--- config.mk ---
export PLATFORM = sky130hd
export DESIGN_NAME = btn_sw_dev_io_flat
export DESIGN_NICKNAME = d
export VERILOG_FILES = /design/src/rtl/btn_sw_dev_io_pkg.sv /design/src/rtl/btn_sw_dev_io_if.sv /design/src/rtl/btn_sw_dev_io_debounce_bit.sv /design/src/rtl/btn_sw_dev_io.sv /design/src/flat_wrapper.sv
export SDC_FILE = /design/constraint.sdc
export NUM_CORES = 1
export LEC_CHECK = 0
export CORE_UTILIZATION = 65
export DETAILED_ROUTE_END_ITERATION = 10
export HOLD_SLACK_MARGIN = 0.1
export PLACE_DENSITY_LB_ADDON = 0.3
export SYNTH_ARGS = -nofsm -noshare
export SYNTH_HDL_FRONTEND = slang
export SYNTH_HIERARCHICAL = 1
export SYNTH_SLANG_ARGS = --single-unit
--- constraint.sdc ---
create_clock -name clk -period 3.59 [get_ports clk]
set_clock_uncertainty 0.2 [all_clocks]
set_input_delay 0.718 -clock clk [delete_from_list [all_inputs] [get_ports clk]]
set_output_delay 0.718 -clock clk [all_outputs]
set_load 0.02 [all_outputs]
--- src/rtl/btn_sw_dev_io_pkg.sv ---
// Shared definitions for the switch/button input device: bus address, status-word
// layout and debounce defaults.
package btn_sw_dev_io_pkg;
  localparam logic [31:0] IO_ADDR       = 32'hffff_fe00;
  localparam int          SW_LSB        = 0;
  localparam int          BTN_LSB       = 8;
  localparam int          PEND_LSB      = 12;
  localparam int          NUM_SW        = 8;
  localparam int          NUM_BTN       = 4;
  localparam int          NUM_LANES     = NUM_SW + NUM_BTN;
  localparam int          DB_CYCLES_DEF = 500000;

  function automatic logic [31:0] pack_status(logic [NUM_SW-1:0] sw,
                                              logic [NUM_BTN-1:0] btn,
                                              logic [NUM_BTN-1:0] pend);
    logic [31:0] w;
    w                     = '0;
    w[SW_LSB+:NUM_SW]     = sw;
    w[BTN_LSB+:NUM_BTN]   = btn;
    w[PEND_LSB+:NUM_BTN]  = pend;
    return w;
  endfunction
endpackage

--- src/rtl/btn_sw_dev_io_if.sv ---
// CPU-side read port of the input device: read strobe in, status word and irq out.
interface btn_sw_dev_io_if;
  logic        GPIOfffffe00_re;
  logic [31:0] peripheral_out;
  logic        irq;

  modport master (output GPIOfffffe00_re, input peripheral_out, input irq);
  modport slave  (input GPIOfffffe00_re, output peripheral_out, output irq);
endinterface

--- src/rtl/btn_sw_dev_io_debounce_bit.sv ---
// One input lane: 2-flop synchronizer followed by a hold-time debounce counter.
module debounce_bit #(
  parameter int DB_CYCLES = 500000,
  parameter int DB_W      = 20
) (
  input  logic clk,
  input  logic reset,
  input  logic raw,
  output logic db
);
  localparam logic [DB_W-1:0] LAST = DB_W'(DB_CYCLES - 1);

  logic            s1, s2;
  logic [DB_W-1:0] cnt;

  // Counter only runs while the synchronized level disagrees with db, so any
  // return to the old level before LAST discards the partial count.
  always_ff @(negedge clk or posedge reset) begin
    if (reset) begin
      s1  <= 1'b0;
      s2  <= 1'b0;
      db  <= 1'b0;
      cnt <= '0;
    end else begin
      s1 <= raw;
      s2 <= s1;
      if (s2 == db) begin
        cnt <= '0;
      end else if (cnt == LAST) begin
        db  <= s2;
        cnt <= '0;
      end else begin
        cnt <= cnt + 1'b1;
      end
    end
  end
endmodule

--- src/rtl/btn_sw_dev_io.sv ---
// Switch/button input device: per-lane debounce, read-to-clear press flags,
// combinational status word and level irq.
module btn_sw_dev_io
  import btn_sw_dev_io_pkg::*;
#(
  parameter int DB_CYCLES = DB_CYCLES_DEF,
  parameter int DB_W      = 20,
  parameter int IRQ_EN    = 1
) (
  input  logic                 clk,
  input  logic                 reset,
  input  logic [NUM_SW-1:0]    sw_in,
  input  logic [NUM_BTN-1:0]   btn_in,
  btn_sw_dev_io_if.slave       bus
);
  logic [NUM_LANES-1:0] raw, db;
  logic [NUM_BTN-1:0]   btn_db_q, pend_q, rise, pending;

  assign raw = {btn_in, sw_in};

  for (genvar i = 0; i < NUM_LANES; i++) begin : g_lane
    debounce_bit #(.DB_CYCLES(DB_CYCLES), .DB_W(DB_W)) u_db (
      .clk   (clk),
      .reset (reset),
      .raw   (raw[i]),
      .db    (db[i])
    );
  end

  // A rise is visible the same edge db goes high (db vs. its one-edge-old copy);
  // pend_q absorbs it on the following edge unless that edge is a read.
  assign rise    = db[NUM_LANES-1:NUM_SW] & ~btn_db_q;
  assign pending = pend_q | rise;

  always_ff @(negedge clk or posedge reset) begin
    if (reset) begin
      btn_db_q <= '0;
      pend_q   <= '0;
    end else begin
      btn_db_q <= db[NUM_LANES-1:NUM_SW];
      pend_q   <= bus.GPIOfffffe00_re ? '0 : pending;
    end
  end

  assign bus.peripheral_out = pack_status(db[NUM_SW-1:0], db[NUM_LANES-1:NUM_SW], pending);
  assign bus.irq            = (IRQ_EN != 0) && (|pending);
endmodule

--- src/flat_wrapper.sv ---
// flat-port wrapper written by rule: the top's interface ports become plain ports
module btn_sw_dev_io_flat import btn_sw_dev_io_pkg::*;
#(
  parameter int DB_CYCLES = DB_CYCLES_DEF,
  parameter int DB_W      = 20,
  parameter int IRQ_EN    = 1
)
  (clk, reset, sw_in, btn_in, bus_GPIOfffffe00_re, bus_peripheral_out, bus_irq);
  btn_sw_dev_io_if bus_i ();
  input  logic clk;
  input  logic reset;
  input  logic [NUM_SW-1:0] sw_in;
  input  logic [NUM_BTN-1:0] btn_in;
  input wire logic [$bits(bus_i.GPIOfffffe00_re)-1:0] bus_GPIOfffffe00_re;
  output wire logic [$bits(bus_i.peripheral_out)-1:0] bus_peripheral_out;
  output wire logic [$bits(bus_i.irq)-1:0] bus_irq;
  assign bus_i.GPIOfffffe00_re = bus_GPIOfffffe00_re;
  assign bus_peripheral_out = bus_i.peripheral_out;
  assign bus_irq = bus_i.irq;
  btn_sw_dev_io #(.DB_CYCLES(DB_CYCLES), .DB_W(DB_W), .IRQ_EN(IRQ_EN)) u_core (.clk(clk), .reset(reset), .sw_in(sw_in), .btn_in(btn_in), .bus(bus_i));
endmodule
### Word level (Yosys, flattened, before mapping)

Cells that the tools add are included.

| cells by class | value |
|---|---|
| add/subtract/negate cells | 12 |
| $mul | 0 |
| divide/modulo/power cells | 0 |
| magnitude comparators | 0 |
| eq/ne operators | 24 |
| shifts and indexed selects | 0 |
| mux-type cells | 25 |
| bitwise logic cells | 15 |
| reduce and logical (&&, ||, !) cells | 13 |

Operators by type and width:

| operator | number |
|---|---|
| two-way mux 20 bit | 24 |
| adder 20 x 1 -> 20 bit, second input constant | 12 |
| equality test 20 x 19 -> 1 bit, second input constant | 12 |
| AND reduction 2 bit | 12 |
| equality test 1 bit | 12 |
| inverter 1 bit | 12 |
| bitwise AND 4 bit | 1 |
| two-way mux 4 bit | 1 |
| inverter 4 bit | 1 |
| OR 4 bit | 1 |
| OR reduction 4 bit | 1 |

| storage, ports and cells | value |
|---|---|
| register bits after elaboration | 284 |
| latch bits | 0 |
| RAM bits | 0 |
| ROM bits | 0 |
| bits of input ports | 15 |
| output and inout port bits | 33 |
| word-level logic and storage cells | 139 |
| memories kept | 0 |

### Logic depth before layout (Yosys ltp)

Gate-level depths: netlist of run 1.

| logic depth | value |
|---|---|
| word-level depth | 4 |
| depth in mapped cells | 6 |
| mapped depth without buffers | 5 |

### Cells and area by module

The synthesis of run 1 kept the hierarchy.

Modules (own cells, without submodules):

| module | times used | cells each | area an instance (um^2) | seq. area each (um^2) |
|---|---|---|---|---|
| debounce_bit | 12 | 111 | 1,144.8 | 575.6 |
| btn_sw_dev_io | 1 | 43 | 414.1 | 200.2 |

==> impl_metrics.toml, run 1 <==
[status]
status = "finished with violations"
violations = "setup timing"

[global_routing]
grt_max_degree = 24
grt_use_total_pct = 25.2
grt_pass1_vias = 10300
grt_use_met1_pct = 33.4
overflow = 0
grt_pass1_wl_um = 46800
use_met2_pct = 43.7
grt_util_met3_pct = 3.05
grt-busiest-layer = "met2"
antenna_found_initial = 0

[worst_setup_path]
critical-path-slowest-cell = "dfrtn_1"
r2r_start = "u_core/g_lane[5].u_db/cnt[0]"
cp_max_fo = 3
cp-start-kind = "flop"
required_ns = 2.67
path_class = "reg -> out"
end_kind = "primary output"
critPathLaunch = "u_core/btn_db_q[1]"
reg2reg_depth = 5
cp_cell_sequence = "inv_1 > a21oi_2 > nand4_1 > buf_4"
critical-path-max-stage-delay_ns = 0.38
cp.arrival_ns = 3.23

[power]
p_comb_share_pct = 3.9
pwr-share-clk_pct = 45.2
power_switching_mw = 1.41
p_int_mw = 5.10
p_per_area_nw_per_um2 = 407
peakVddDrop_v = 0.000388
seq_power_share_pct = 51.0
leakagePower_nw = 6.54
swShare_pct = 21.7

[clock_network]
insertion_delay_ns = 0.54
cts_sinks = 284
htree_levels = 1
cts_buffers = 29
root_buffer = "clkbuf_16"
clk_path_buf_depth = 3
cts.clk_slew.worst_paths_ns = 0.04
cts_tree = "built"

[placement]
hpwl_um = 17800
place_inst = 1685
finalWeightedCongestion = 0.850
portBuffers = 31
place_worst_setup_slack_ns = -0.376

[hold_path]
hp-class = "reg -> reg"
hold_depth = 0
min-delay-start = "u_core/g_lane[0].u_db/s1"

[floorplan]
ios = 48
dieArea_um2 = 22400
num_rows = 53
die_h_um = 150
initial_core_util_pct = 66.9
die_w_um = 150
core-area_um2 = 21200

[sta]
worst_slack_ns = -0.558
setup_viol = 17
fin_hold_ws_ns = 0.101
worstMarginPinSlew_ns = 0.811
rsz0062_at_grt = "yes"
slew_headroom_pct = 45.4
slew_viol_final = 0
setup-tns-final_ns = -5.63
finalHoldViolCount = 0

[final_layout]
antenna_cells = 0
nets = 1476
fin_cells = 1742
final_layout_size_suffix_gt1_share_pct = 12.2
final_util_pct = 75.5
area_growth_pct = 12.9
n_fill_cell = 1375

[synth]
ys_seq_elements = 284
synth_top_cell_by_area = "dfrtn_1"
synth_warnings = 6
async_flop_share_pct = 100
synth_edf_count = 0
synth.most_common_cell = "dfrtn_1"
synth_ff_type = "dfrtn_1"
yosys-top-cells-count = "284 x dfrtn_1, 280 x nor2_1, 180 x xnor2_1, 84 x nand3_1, 72 x nor4_1"
synth_top_cell_area_share_pct = 50.2
postSynthAreaPerCell_um2 = 10.3
synth_cell_types = 29
syn_area_um2 = 14200
synthCells = 1375
ys_seq_area_share_pct = 50.2
synth.area.top_cells = "dfrtn_1 50%, xnor2_1 11%, nor2_1 7.4%, nor4_1 3.2%, nand3_1 3.0%"

[detailed_routing]
vias = 10100
dr.pass1.iters = 7
drc_errors = 0
drtAntennaViolNets = 0
post_drt_wl_per_cell_um = 15.5
drtIter0Drc = 618
via_per_inst = 5.82
drt_wl_total_um = 27000

[flow_run]
maxCapViolations = 0
==> placed cells by master (no fill, tap or decap), types with 22 or more instances in the layout <==
| cell | netlist | routed |
|---|---|---|
| nor3_1 | 48 | 48 |
| dfrtn_1 | 284 | 284 |
| nand4_1 | 61 | 61 |
| xnor2_1 | 180 | 180 |
| xor2_1 | 24 | 24 |
| clkbuf_16 | 0 | 29 |
| buf_4 | 16 | 22 |
| nand3_1 | 84 | 84 |
| nor2_1 | 280 | 280 |
| inv_1 | 69 | 64 |
| a21oi_1 | 24 | 24 |
| nand2_1 | 36 | 36 |
| mux2i_1 | 24 | 24 |
| nor4_1 | 72 | 72 |
==> final timing paths <==
kind	to	slack, ns
setup / recovery	bus_irq	-0.56
hold / removal	u_core/g_lane[0].u_db/s2	0.10
setup reg to reg	u_core/g_lane[5].u_db/cnt[14]	1.22
hold reg to reg	u_core/g_lane[0].u_db/s2	0.10
max in group asynchronous	u_core/g_lane[11].u_db/cnt[9]	0.72
min in group asynchronous	u_core/g_lane[7].u_db/s2	1.97
==> power groups by stage <==
stage / clock (mW) / combinational, mW / sequential (mW)
after floorplan: 0 / 0.188 / 3.36
after global placement: 0 / 0.250 / 3.36
after detailed placement: 0 / 0.255 / 3.37
after CTS: 3.00 / 0.259 / 3.31
after global routing: 3.12 / 0.288 / 3.32
final: 2.94 / 0.253 / 3.31
==> stage by stage <==
step                power (mW)  cell area, um^2
floorplan                 3.55            14200
global placement          3.61            14900
detailed placement        3.62            14900
CTS                       6.57            16000
global route              6.73            16000
finish                    6.50            16000
==> flip-flops by register name, indices dropped and copies added, names as in the netlist <==
register / count
u_core/g_lane.u_db/cnt: 240
u_core/g_lane.u_db/db: 12
u_core/g_lane.u_db/s1: 12
u_core/g_lane.u_db/s2: 12
u_core/btn_db_q: 4
u_core/pend_q: 4
==> final cells by class <==
cell class              instances  area [um^2]  area share [%]
well taps                     275          344            2.15
inverters                      69          259            1.62
clock inverters                 9          105           0.658
repair buffers                 68          771            4.82
clock buffers                  40          827            5.18
flip-flops and latches        284         7110            44.5
multi-input cells             997         6570            41.1
==> cells by family (layout without fill, tap and decap cells) <==
logic type | count (synthesis) | after routing | synth area share [%]
other | 1 | 16 | 0.0265
AO/OA/AOI/OAI | 52 | 52 | 2.90
buffers and inverters | 109 | 186 | 3.95
multiplexers | 36 | 36 | 2.65
AND/OR/NAND/NOR | 677 | 677 | 26.6
XOR/XNOR | 204 | 204 | 12.6
flip-flops | 284 | 284 | 50.2
adder cells (fa/ha/maj) | 12 | 12 | 1.06
==> per-layer routing <==
metal	share of wire [%]	up-vias	wire length (um)
li1	-	4866	-
met1	44	5041	12000
met2	51	197	13800
met3	2.9	36	785
met4	1.8	0	485
met5	0	-	0
==> critical path: cells and delay by family (launching register included) <==
kind	cells	cell delay, ns
flops	1	0.38
compound gates	1	0.19
simple gates	1	0.11
buf+inv	2	0.21
==> timing repair <==
item / CTS / global route
endpoints found under the setup margin: 17 / 17
setup buffers: 7 / 3
gates resized for setup: 111 / 4
gates cloned: 0 / 0
hold buffers: 0 / 0
pin swaps: 5 / 2
endpoints found under the hold margin: 0 / 0
Power figures use the tool's default switching activity.
==> inputs of run 2 (changes only) <==
- GPL_TIMING_DRIVEN: default -> 0
- SETUP_SLACK_MARGIN: default -> 0.2
==> impl_metrics.toml, run 2 (synthesis gave the netlist of run 1 again) <==
[clock_network]
insertion_delay_ns = 0.54
root_buffer = "clkbuf_16"
htree_levels = 1
clk_path_buf_depth = 3
cts.clk_slew.worst_paths_ns = 0.04
cts_sinks = 284
cts_buffers = 30
cts_tree = "built"

[sta]
setup-tns-final_ns = -5.95
slew_viol_final = 0
fin_hold_ws_ns = 0.0969
rsz0062_at_grt = "yes"
finalHoldViolCount = 0
worstMarginPinSlew_ns = 0.958
slew_headroom_pct = 36.2
setup_viol = 17
worst_slack_ns = -0.590

[final_layout]
n_fill_cell = 1361
largest_register_ffs = 240
area_growth_pct = 15.6
final_layout_size_suffix_gt1_share_pct = 15.2
nets = 1526
antenna_cells = 0
seq_area_um2 = 7110
fin_cells = 1796
layout_common_cells = "284 x dfrtn_1, 280 x nor2_1, 180 x xnor2_1"
mostFrequentLayoutCell = "dfrtn_1"
top_register = "u_core/g_lane.u_db/cnt"
multiInputGateArea_um2 = 6570

[detailed_routing]
post_drt_wl_per_cell_um = 15.8
drt_wl_total_um = 28400
drtIter0Drc = 656
vias = 10400
via_per_inst = 5.79
dr.pass1.iters = 5
drc_errors = 0
drtAntennaViolNets = 0

[power]
leakagePower_nw = 6.71
peakVddDrop_v = 0.000408
p_per_area_nw_per_um2 = 419

[floorplan]
initial_core_util_pct = 66.9
dieArea_um2 = 22400
die_w_um = 150
core-area_um2 = 21200
ios = 48
die_h_um = 150
num_rows = 53

[hold_path]
hp-class = "reg -> reg"
min-delay-start = "u_core/g_lane[8].u_db/s1"

[worst_setup_path]
critical-path-slowest-cell = "dfrtn_1"
cp.arrival_ns = 3.26
required_ns = 2.67
cp_max_fo = 3
cp-start-kind = "flop"
cp_cell_sequence = "inv_2 > a21oi_4 > nand4_1 > buf_4"
end_kind = "primary output"
critical-path-max-stage-delay_ns = 0.42
critPathLaunch = "u_core/btn_db_q[2]"
r2r_start = "u_core/g_lane[11].u_db/cnt[0]"
path_class = "reg -> out"

[flow_run]
maxCapViolations = 0

[global_routing]
grt_util_met3_pct = 3.35
grt_pass1_vias = 10300
antenna_found_initial = 0
grt_pass1_wl_um = 48500
overflow = 0
grt_max_degree = 24
grt_use_total_pct = 26.4
grt-busiest-layer = "met2"
grt_use_met1_pct = 34.6
use_met2_pct = 46.2

[placement]
place_inst = 1696
hpwl_um = 17800
finalWeightedCongestion = 0.852
place_worst_setup_slack_ns = -0.851
portBuffers = 31

[status]
violations = "setup timing"
status = "finished with violations"
-- run 2: changes by cell type in the layout (fill, tap and decap cells not counted), moves of 2 or more --
| cell | delta |
|---|---|
| buf_12 | -12 |
| buf_4 | +28 |
| buf_6 | +14 |
| bufinv_16 | +3 |
| clkbuf_1 | +11 |
| clkbuf_16 | +2 |
| clkinv_2 | +4 |
| clkinv_4 | +2 |
| clkinvlp_2 | +6 |
| clkinvlp_4 | +5 |
| inv_1 | -9 |
-- run 2: timing repair --
item,4_1_cts,5_1_grt
pin swaps,5,2
gates cloned,6,0
buffers inserted,30,9
hold buffers,1,0
endpoints found under the hold margin,1,0
resized for setup,113,12
endpoints found under the setup margin,293,17
-- run 2: worst paths after layout --
path | end | depth (start not counted) | slack [ns]
hold / removal | u_core/g_lane[8].u_db/s2 | 0 | 0.1
hold reg to reg | u_core/g_lane[8].u_db/s2 | 0 | 0.1
min in group asynchronous | u_core/g_lane[7].u_db/cnt[12] | 3 | 2.07
setup reg to reg | u_core/g_lane[11].u_db/cnt[13] | 6 | 1.19
setup / recovery | bus_irq | 4 | -0.59
max in group asynchronous | u_core/g_lane[8].u_db/cnt[17] | 2 | 0.67
-- run 2: stage by stage --
step | instance area, um^2 | utilization, % | total power [mW]
detailed placement | 14900 | 70.3 | 3.62
finish | 16400 | 77.3 | 6.85
floorplan | 14200 | - | 3.55
global route | 16400 | 77.3 | 7.09
CTS | 16200 | 76.8 | 6.93
global placement | 14900 | 70.3 | 3.61
-- run 2: area by class of cell --
cell class,count,share of cell area [%]
inverters,69,1.79
clock buffers,40,5.26
repair buffers,71,3.96
repair inverters,6,0.184
plain buffers,40,1.84
well taps,275,2.10
flip-flops and latches,284,43.4
clock inverters,14,1.24
multi-input cells,997,40.2
-- run 2: power breakdown --
group	internal, mW	leakage, nW	total [mW]	switching (mW)
logic	0.0945	2.30	0.269	0.174
clock network	2.03	0.529	3.26	1.23
registers	3.27	3.88	3.32	0.0451
total	5.39	6.71	6.85	1.45
-- run 2: per-layer routing --
metal  wire, um  part of all wire, %
met1      12300                   43
met2      14400                   51
met3       1160                  4.1
met4        604                  2.1
met5          0                    0
-- run 2: worst max-delay path, delay by kind of cell (launching register included) --
family / cells / cell delay [ns]
compound gates: 1 / 0.17
buf+inv: 2 / 0.22
flops: 1 / 0.42
simple gates: 1 / 0.12
